File: config.mk
export PLATFORM = sky130hd
export DESIGN_NAME = mem_arbiter
export DESIGN_NICKNAME = d
export VERILOG_FILES = /design/src/rtl/mem_arbiter.sv
export SDC_FILE = /design/constraint.sdc
export NUM_CORES = 1
export LEC_CHECK = 0
export BUFFER_PORTS_ARGS = -buffer_cell sky130_fd_sc_hd__buf_2
export CAP_MARGIN = 20
export CORE_MARGIN = 4
export CORE_UTILIZATION = 50
export CTS_CLUSTER_SIZE = 14
export DETAILED_ROUTE_END_ITERATION = 10
export GPL_ROUTABILITY_DRIVEN = 1
export PLACE_DENSITY = 0.9
export SLEW_MARGIN = 20
export SYNTH_ARGS = -nofsm -noshare
export SYNTH_HDL_FRONTEND = slang
export SYNTH_SLANG_ARGS = --single-unit
File: constraint.sdc
create_clock -name clk -period 4.5 [get_ports clk]
set_input_delay 0.9 -clock clk [delete_from_list [all_inputs] [get_ports clk]]
set_output_delay 0.9 -clock clk [all_outputs]
set_load 0.01 [all_outputs]
File: src/rtl/mem_arbiter.sv
// -----------------------------------------------------------------------------
// mem_arbiter
//   Shares one single-port memory between an instruction-fetch requester and a
//   data (load/store) requester. Data accesses normally win arbitration, but a
//   waiting fetch is guaranteed service after MAX_DM_STREAK consecutive data
//   grants. Each access costs one IDLE decision cycle plus one or more GRANT
//   cycles, ending on the cycle mem_ready is seen.
//
// Ports
//   clk, rst                 clock, synchronous active-high reset
//   if_req/if_addr           fetch request (held until if_ack) and word address
//   if_ack/if_rdata          fetch completion pulse and read data
//   dm_req/dm_we/dm_byte     data request, store flag, byte-wide flag
//   dm_addr/dm_wdata         data address and store data
//   dm_ack/dm_rdata          data completion pulse and load data
//   mem_req/mem_we/mem_byte  memory command (driven from captured registers)
//   mem_addr/mem_wdata       memory address and write data
//   mem_rdata/mem_ready      memory response; mem_ready ends the access
//   stall                    pipeline freeze while any request is outstanding
// -----------------------------------------------------------------------------
module mem_arbiter #(
    parameter int MAX_DM_STREAK = 4
) (
    input  logic        clk,
    input  logic        rst,
    input  logic        if_req,
    input  logic [31:0] if_addr,
    output logic        if_ack,
    output logic [31:0] if_rdata,
    input  logic        dm_req,
    input  logic        dm_we,
    input  logic        dm_byte,
    input  logic [31:0] dm_addr,
    input  logic [31:0] dm_wdata,
    output logic        dm_ack,
    output logic [31:0] dm_rdata,
    output logic        mem_req,
    output logic        mem_we,
    output logic        mem_byte,
    output logic [31:0] mem_addr,
    output logic [31:0] mem_wdata,
    input  logic [31:0] mem_rdata,
    input  logic        mem_ready,
    output logic        stall
);

    localparam int SW = $clog2(MAX_DM_STREAK + 1);
    localparam logic [SW-1:0] STREAK_MAX = SW'(MAX_DM_STREAK);

    typedef enum logic [1:0] {
        IDLE     = 2'd0,
        GRANT_IF = 2'd1,
        GRANT_DM = 2'd2
    } state_t;

    state_t        r_state;
    logic [SW-1:0] r_streak;
    logic [31:0]   r_addr;
    logic [31:0]   r_wdata;
    logic          r_we;
    logic          r_byte;
    logic [31:0]   r_if_rdata;
    logic [31:0]   r_dm_rdata;

    logic w_fetch_wins;
    logic w_granted;
    logic w_if_ack;
    logic w_dm_ack;

    // Fetch wins only when it is alone, or when data has already had its
    // allotted run of grants while the fetch was waiting.
    assign w_fetch_wins = if_req & (~dm_req | (r_streak == STREAK_MAX));

    // Outputs are qualified with rst so an access in flight is dropped on the
    // very cycle reset is raised, not one edge later.
    assign w_granted = ~rst & (r_state != IDLE);
    assign w_if_ack  = ~rst & (r_state == GRANT_IF) & mem_ready;
    assign w_dm_ack  = ~rst & (r_state == GRANT_DM) & mem_ready;

    always_ff @(posedge clk) begin
        if (rst) begin
            r_state    <= IDLE;
            r_streak   <= '0;
            r_addr     <= '0;
            r_wdata    <= '0;
            r_we       <= 1'b0;
            r_byte     <= 1'b0;
            r_if_rdata <= '0;
            r_dm_rdata <= '0;
        end else begin
            case (r_state)
                IDLE: begin
                    if (w_fetch_wins) begin
                        r_state  <= GRANT_IF;
                        r_addr   <= if_addr;
                        r_we     <= 1'b0;
                        r_byte   <= 1'b0;
                        r_wdata  <= '0;
                        r_streak <= '0;
                    end else if (dm_req) begin
                        r_state <= GRANT_DM;
                        r_addr  <= dm_addr;
                        r_we    <= dm_we;
                        r_byte  <= dm_byte;
                        r_wdata <= dm_wdata;
                        // Streak only counts grants that made a fetch wait.
                        if (if_req) begin
                            if (r_streak != STREAK_MAX) begin
                                r_streak <= r_streak + SW'(1);
                            end
                        end else begin
                            r_streak <= '0;
                        end
                    end
                end
                GRANT_IF: begin
                    if (mem_ready) begin
                        r_if_rdata <= mem_rdata;
                        r_state    <= IDLE;
                    end
                end
                GRANT_DM: begin
                    if (mem_ready) begin
                        // Stores leave the last load result intact.
                        if (!r_we) begin
                            r_dm_rdata <= mem_rdata;
                        end
                        r_state <= IDLE;
                    end
                end
                default: r_state <= IDLE;
            endcase
        end
    end

    assign mem_req   = w_granted;
    assign mem_we    = w_granted & r_we;
    assign mem_byte  = r_byte;
    assign mem_addr  = r_addr;
    assign mem_wdata = r_wdata;

    assign if_ack = w_if_ack;
    assign dm_ack = w_dm_ack;

    // Read data is forwarded straight from memory in the ack cycle, then held.
    assign if_rdata = rst ? 32'd0 : (w_if_ack ? mem_rdata : r_if_rdata);
    assign dm_rdata = rst ? 32'd0 : ((w_dm_ack & ~r_we) ? mem_rdata : r_dm_rdata);

    assign stall = (if_req & ~w_if_ack) | (dm_req & ~w_dm_ack);

endmodule
; ---- Yosys cells after proc, flatten, opt, wreduce, memory -nomap -nowiden
; Index checks and enable logic that the tools add are counted.
; W data, S select, Z words.
[totals]
reg_bits = 135
out_inout_bits = 134
[classes]
reduce_logical = 9
add_sub_neg = 1
muxes = 20
n_eq_ne = 7
bitwise = 17
[ops]
columns = op, n
row1 = $mux W32, 8
row2 = $mux W3, 4
row3 = $and A1 B1 Y1, 10
row4 = $mux W2, 3
row5 = $ne A3 B3 Y1 const B, 2
row6 = $reduce_and A2 Y1, 3
row7 = $reduce_and A3 Y1, 2
row8 = $not A1 Y1, 5
row9 = $mux W1, 4
row10 = $pmux W2 S2, 1
row11 = $reduce_bool A2 Y1, 2
row12 = $add A3 B1 Y3 const B, 1
row13 = $eq A3 B3 Y1 const B, 1
row14 = $ne A3 B1 Y1 const B, 1
row15 = $eq A2 B1 Y1 const B, 1
row16 = $eq A2 B2 Y1 const B, 1
row17 = $logic_not A2 Y1, 1
row18 = $ne A2 B1 Y1 const B, 1
row19 = $or A1 B1 Y1, 2
row20 = $reduce_or A2 Y1, 1

; ---- Logic depth before layout (Yosys ltp)
[depth]
depth_word = 6
ltp_mapped = 9

; ---- Worst setup path after synthesis
; No wires, ideal clock.
[synth_timing]
path_kind = input to output
from = in mem_ready
to = out dm_rdata[10]
t_required_ns = 3.600
slack_ns = 1.939
path_buffers = 2
t_arrival_ns = 1.661
stages = 5
path_cell_list = and3b_1 > clkbuf_1 > buf_2 > nand2_1 > a21oi_1
[synth_between]
elab_chain_len = 4
[synth_rtl]
columns = item, line_no
row1 = from (decl), 43  ; input logic mem_ready,
row2 = $and A1 B1 Y1, 78  ; assign w_dm_ack = ~rst & (r_state == GRANT_DM) & mem_ready;
row3 = $and A1 B1 Y1, 147  ; assign dm_rdata = rst ? 32'd0 : ((w_dm_ack & ~r_we) ? mem_rdata : r_dm_rdata);
row4 = $mux W32 (2 in series), 147
row5 = to (decl), 36  ; output logic [31:0] dm_rdata,
; No other way between the ends.

; ---- Worst setup path in the final report
[layout_timing]
from = in mem_ready
to = out if_rdata[20]
[layout_between]
elab_chain_len = 3
[layout_rtl]
columns = item, line_no
row1 = $and A1 B1 Y1, 77  ; assign w_if_ack = ~rst & (r_state == GRANT_IF) & mem_ready;
row2 = $mux W32 (2 in series), 146  ; assign if_rdata = rst ? 32'd0 : (w_if_ack ? mem_rdata : r_if_rdata);
row3 = to (decl), 29  ; output logic [31:0] if_rdata,
; No other way between the ends.

==> reports/metrics.sh <==
PLACE.GP.CONGESTION=0.820
BUSIEST_LAYER='met2'
STD_CELL_ROWS=38
VIAS_POST_DR=6194
DIE_AREA_UM2=13300
DRT_DRC_VIOLATIONS_LEFT=0
CTSRESIZECOUNT=0
MAPPEDNETLISTNETS=878
MET3_USAGE_PCT=9.30
NUMBER_OF_ENABLE_TYPE_REGISTER_CELLS_IN_THE_SYNTHESIZED_NETLIST=0
ANTENNA_FOUND_INITIAL=1
FINAL_COMMON_CELL='sky130_fd_sc_hd__buf_2'
START_UTIL_PCT=52.1
MAXCAPVIOLATIONS=0
WIRELENGTH_UM=18000
COREAREA_UM2=11100
TIMING_WORST_SLEW_PIN_VALUE_NS=1.13
NETLIST_INSTANCES=738
CTS_TREE='yes'
FIRST_ITER_VIOLATIONS=562
PLACE_WS_NS=1.10
TIMING.HOLD.WORST.CLASS='reg -> reg'
LKG_PWR_nW=3.35
WORST_VDD_DROP_mV=0.306
SYNTH_TOP_FLOP_CELL='sky130_fd_sc_hd__dfxtp_1'
MAX-SLEW-MARGIN-REL_PCT=24.7
FIN_CRIT_SH_PCT=75.3
SETUP_VIOL=0
CLOCK_INSERTION_DELAY_WORST_SKEW_NS=0.43
AVGSYNTHCELLAREA_UM2=7.82
CHIPHEIGHT_UM=115
VIAS_PER_CELL=5.55
FINALCLOCKSKEW_NS=0.0144
ANTENNA_CELLS=0
WORST-ENDPOINT-ARRIVAL_NS=2.49
CLOCK_SINK_COUNT=135
VIA_COUNT_OF_THE_FIRST_GLOBAL_ROUTING_PASS=5730
POST-ROUTE-MIN-PERIOD_NS=3.39
CHIPWIDTH_UM=115
ACHIEVABLE-FREQUENCY_MHz=295
TNS_NS=0
TRITONCTS.NUM_BUFFERS=17
RUN_STATUS='complete, no violations'
ASYNC_S_R_FF_SHARE_SYNTH_PCT=0
POST_SYNTHESIS_INSTANCE_AREA_UM2=5770
DRTANTENNAVIOLNETS=0
DRT_FIRST_PASS_ITERS=5
END_KIND='output port'
MAX-CLOCK-PATH-BUFFERS=2
AREA_DELTA_SYNTH_FINAL_PCT=33.1
CRIT_REQUIRED_NS=3.60
TIMING_HOLD_VIOLATIONS_FINAL=0
SEQ_AREA_FRAC_SYNTH_PCT=46.8
CLOCK_TREE.HTREE_LEVEL_COUNT=4
NUMBER_OF_SYNTHESIZED_REGISTER_BITS=135
ROUTE.DETAILED.WL_PER_INST_UM=16.2
POST_CTS.REPAIR.SETUP_BUFFERS=0
YS.WARNINGS.COUNT=0
CLKTRANSATPATHREGS_NS=0.05
BUFFER_PORTS.INSERTED=268
CRITPATHLAUNCHTYPE='input pin'
GRT_SETUP_UNREPAIRED='false'
NETLIST-CELL-TYPE-COUNT=31
WORST-PATH-MAX-FANOUT=26
CTS_ROOT_BUF='sky130_fd_sc_hd__clkbuf_16'
NNETSFINAL=1103
PLACEDINSTANCEAREA_UM2=7050
GRT_OVERFLOW_TOTAL=0
FINAL_AREA_UM2=7680
GRTUSAGETOTAL_PCT=26.2
GRT_UTIL_MET2_PCT=44.9
GRT_PASS1_WL_UM=27600
GRT_START_MAX_NET_PINS=100
GRTUSAGEMET1_PCT=29.6
NUMBER_OF_PINS_EXCEEDING_THEIR_MAX_SLEW_LIMIT_IN_THE_FINAL_REPORT=0
DRIVE_ABOVE_1_SHARE_PCT=33.6
POWER.DENSITY_nW_PER_UM2=434
PLACE.DETAILED.HPWL_UM=12100
LAYOUT_COMMON_CELLS='267 x sky130_fd_sc_hd__buf_2, 178 x sky130_fd_sc_hd__nand2_1, 157 x sky130_fd_sc_hd__a21oi_1'
PIN_COUNT=269
CRIT_TYPE='in -> out'
WORST_SLACK_NS=1.11
POST_CTS_HOLD_BUFFERS=0
## Yosys cell counts (2+ instances only)
master | number | area [um^2]
sky130_fd_sc_hd__o211ai_1 | 24 | 180
sky130_fd_sc_hd__and2_1 | 2 | 12.5
sky130_fd_sc_hd__nand2_1 | 179 | 672
sky130_fd_sc_hd__clkbuf_1 | 27 | 101
sky130_fd_sc_hd__o21ai_0 | 31 | 155
sky130_fd_sc_hd__buf_1 | 8 | 30.0
sky130_fd_sc_hd__o21ai_1 | 5 | 25.0
sky130_fd_sc_hd__nand4_1 | 3 | 18.8
sky130_fd_sc_hd__a311oi_2 | 5 | 75.1
sky130_fd_sc_hd__and3b_1 | 2 | 17.5
sky130_fd_sc_hd__a311oi_1 | 27 | 236
sky130_fd_sc_hd__nand3_1 | 32 | 160
sky130_fd_sc_hd__inv_1 | 4 | 15.0
sky130_fd_sc_hd__a21oi_2 | 10 | 87.6
sky130_fd_sc_hd__buf_2 | 28 | 140
sky130_fd_sc_hd__a21oi_1 | 157 | 786
sky130_fd_sc_hd__buf_6 | 3 | 33.8
sky130_fd_sc_hd__nor2_1 | 35 | 131
sky130_fd_sc_hd__buf_4 | 5 | 37.5
sky130_fd_sc_hd__dfxtp_1 | 135 | 2700
sky130_fd_sc_hd__ha_1 | 5 | 62.6
sky130_fd_sc_hd__nor3b_1 | 2 | 15.0
## where the power goes
| part | switching [mW] | internal (mW) | total [mW] |
|---|---|---|---|
| Sequential | 0.0395 | 1.28 | 1.32 |
| Combinational | 0.329 | 0.200 | 0.530 |
| Clock | 0.525 | 0.956 | 1.48 |
## registers in the layout, indices dropped and copies added, names as in the netlist
signal and flops:
mem_addr 32, mem_wdata 32, r_dm_rdata 32, r_if_rdata 32, r_streak 3, r_state 2, mem_byte 1, r_we 1
## worst paths after layout
path	cells after the start	slack, ns	endpoint	from
worst max register to register	5	2.25	mem_byte	r_state[0]
worst min register to register	2	0.45	mem_wdata[16]	mem_wdata[16]
worst max-delay path	6	1.11	if_rdata[20]	mem_ready
worst min-delay path	2	0.45	mem_wdata[16]	mem_wdata[16]
## cell type report
cell class                      instances  area, um^2
Multi-Input combinational cell        527        2730
Clock inverter                         11         173
Clock buffer                           21         460
Sequential cell                       135        2700
Tap cell                              140         175
Inverter                                5        18.8
Fill cell                             907        3390
Timing Repair Buffer                  277        1430
## kinds of logic after synthesis
logic type	after synthesis	share of synthesized area [%]
AOI/OAI and AO/OA	264	27.7
adders and majority gates	5	1.08
buffers and inverters	76	6.26
DFF	135	46.8
and+or+nand+nor	258	18.1
## through the flow
step                util [%]  hold WS [ns]  power [mW]  std cells
floorplan                  -         0.444        1.67        738
global route            69.4         0.474        3.46       1116
CTS                     69.3         0.451        3.34       1116
finish                  69.4         0.450        3.33       1116
detailed placement      63.6         0.443        1.87       1084
global placement        63.6         0.439        1.86       1084
## critical path, cell delays in order
cell	delay [ns]
sky130_fd_sc_hd__buf_2	0.14
sky130_fd_sc_hd__and2_1	0.80
sky130_fd_sc_hd__buf_4	0.29
sky130_fd_sc_hd__nand2_1	0.08
sky130_fd_sc_hd__a21oi_1	0.13
sky130_fd_sc_hd__buf_2	0.15
## per-layer routing
layer / share of wire [%] / up-vias / wire (um)
met3: 9.0 / 41 / 1620
met2: 49 / 269 / 8880
met5: 0.067 / - / 12
li1: - / 3022 / -
met1: 39 / 2860 / 7030
met4: 2.6 / 2 / 477
Note: power is estimated with default switching activity, not from simulation.
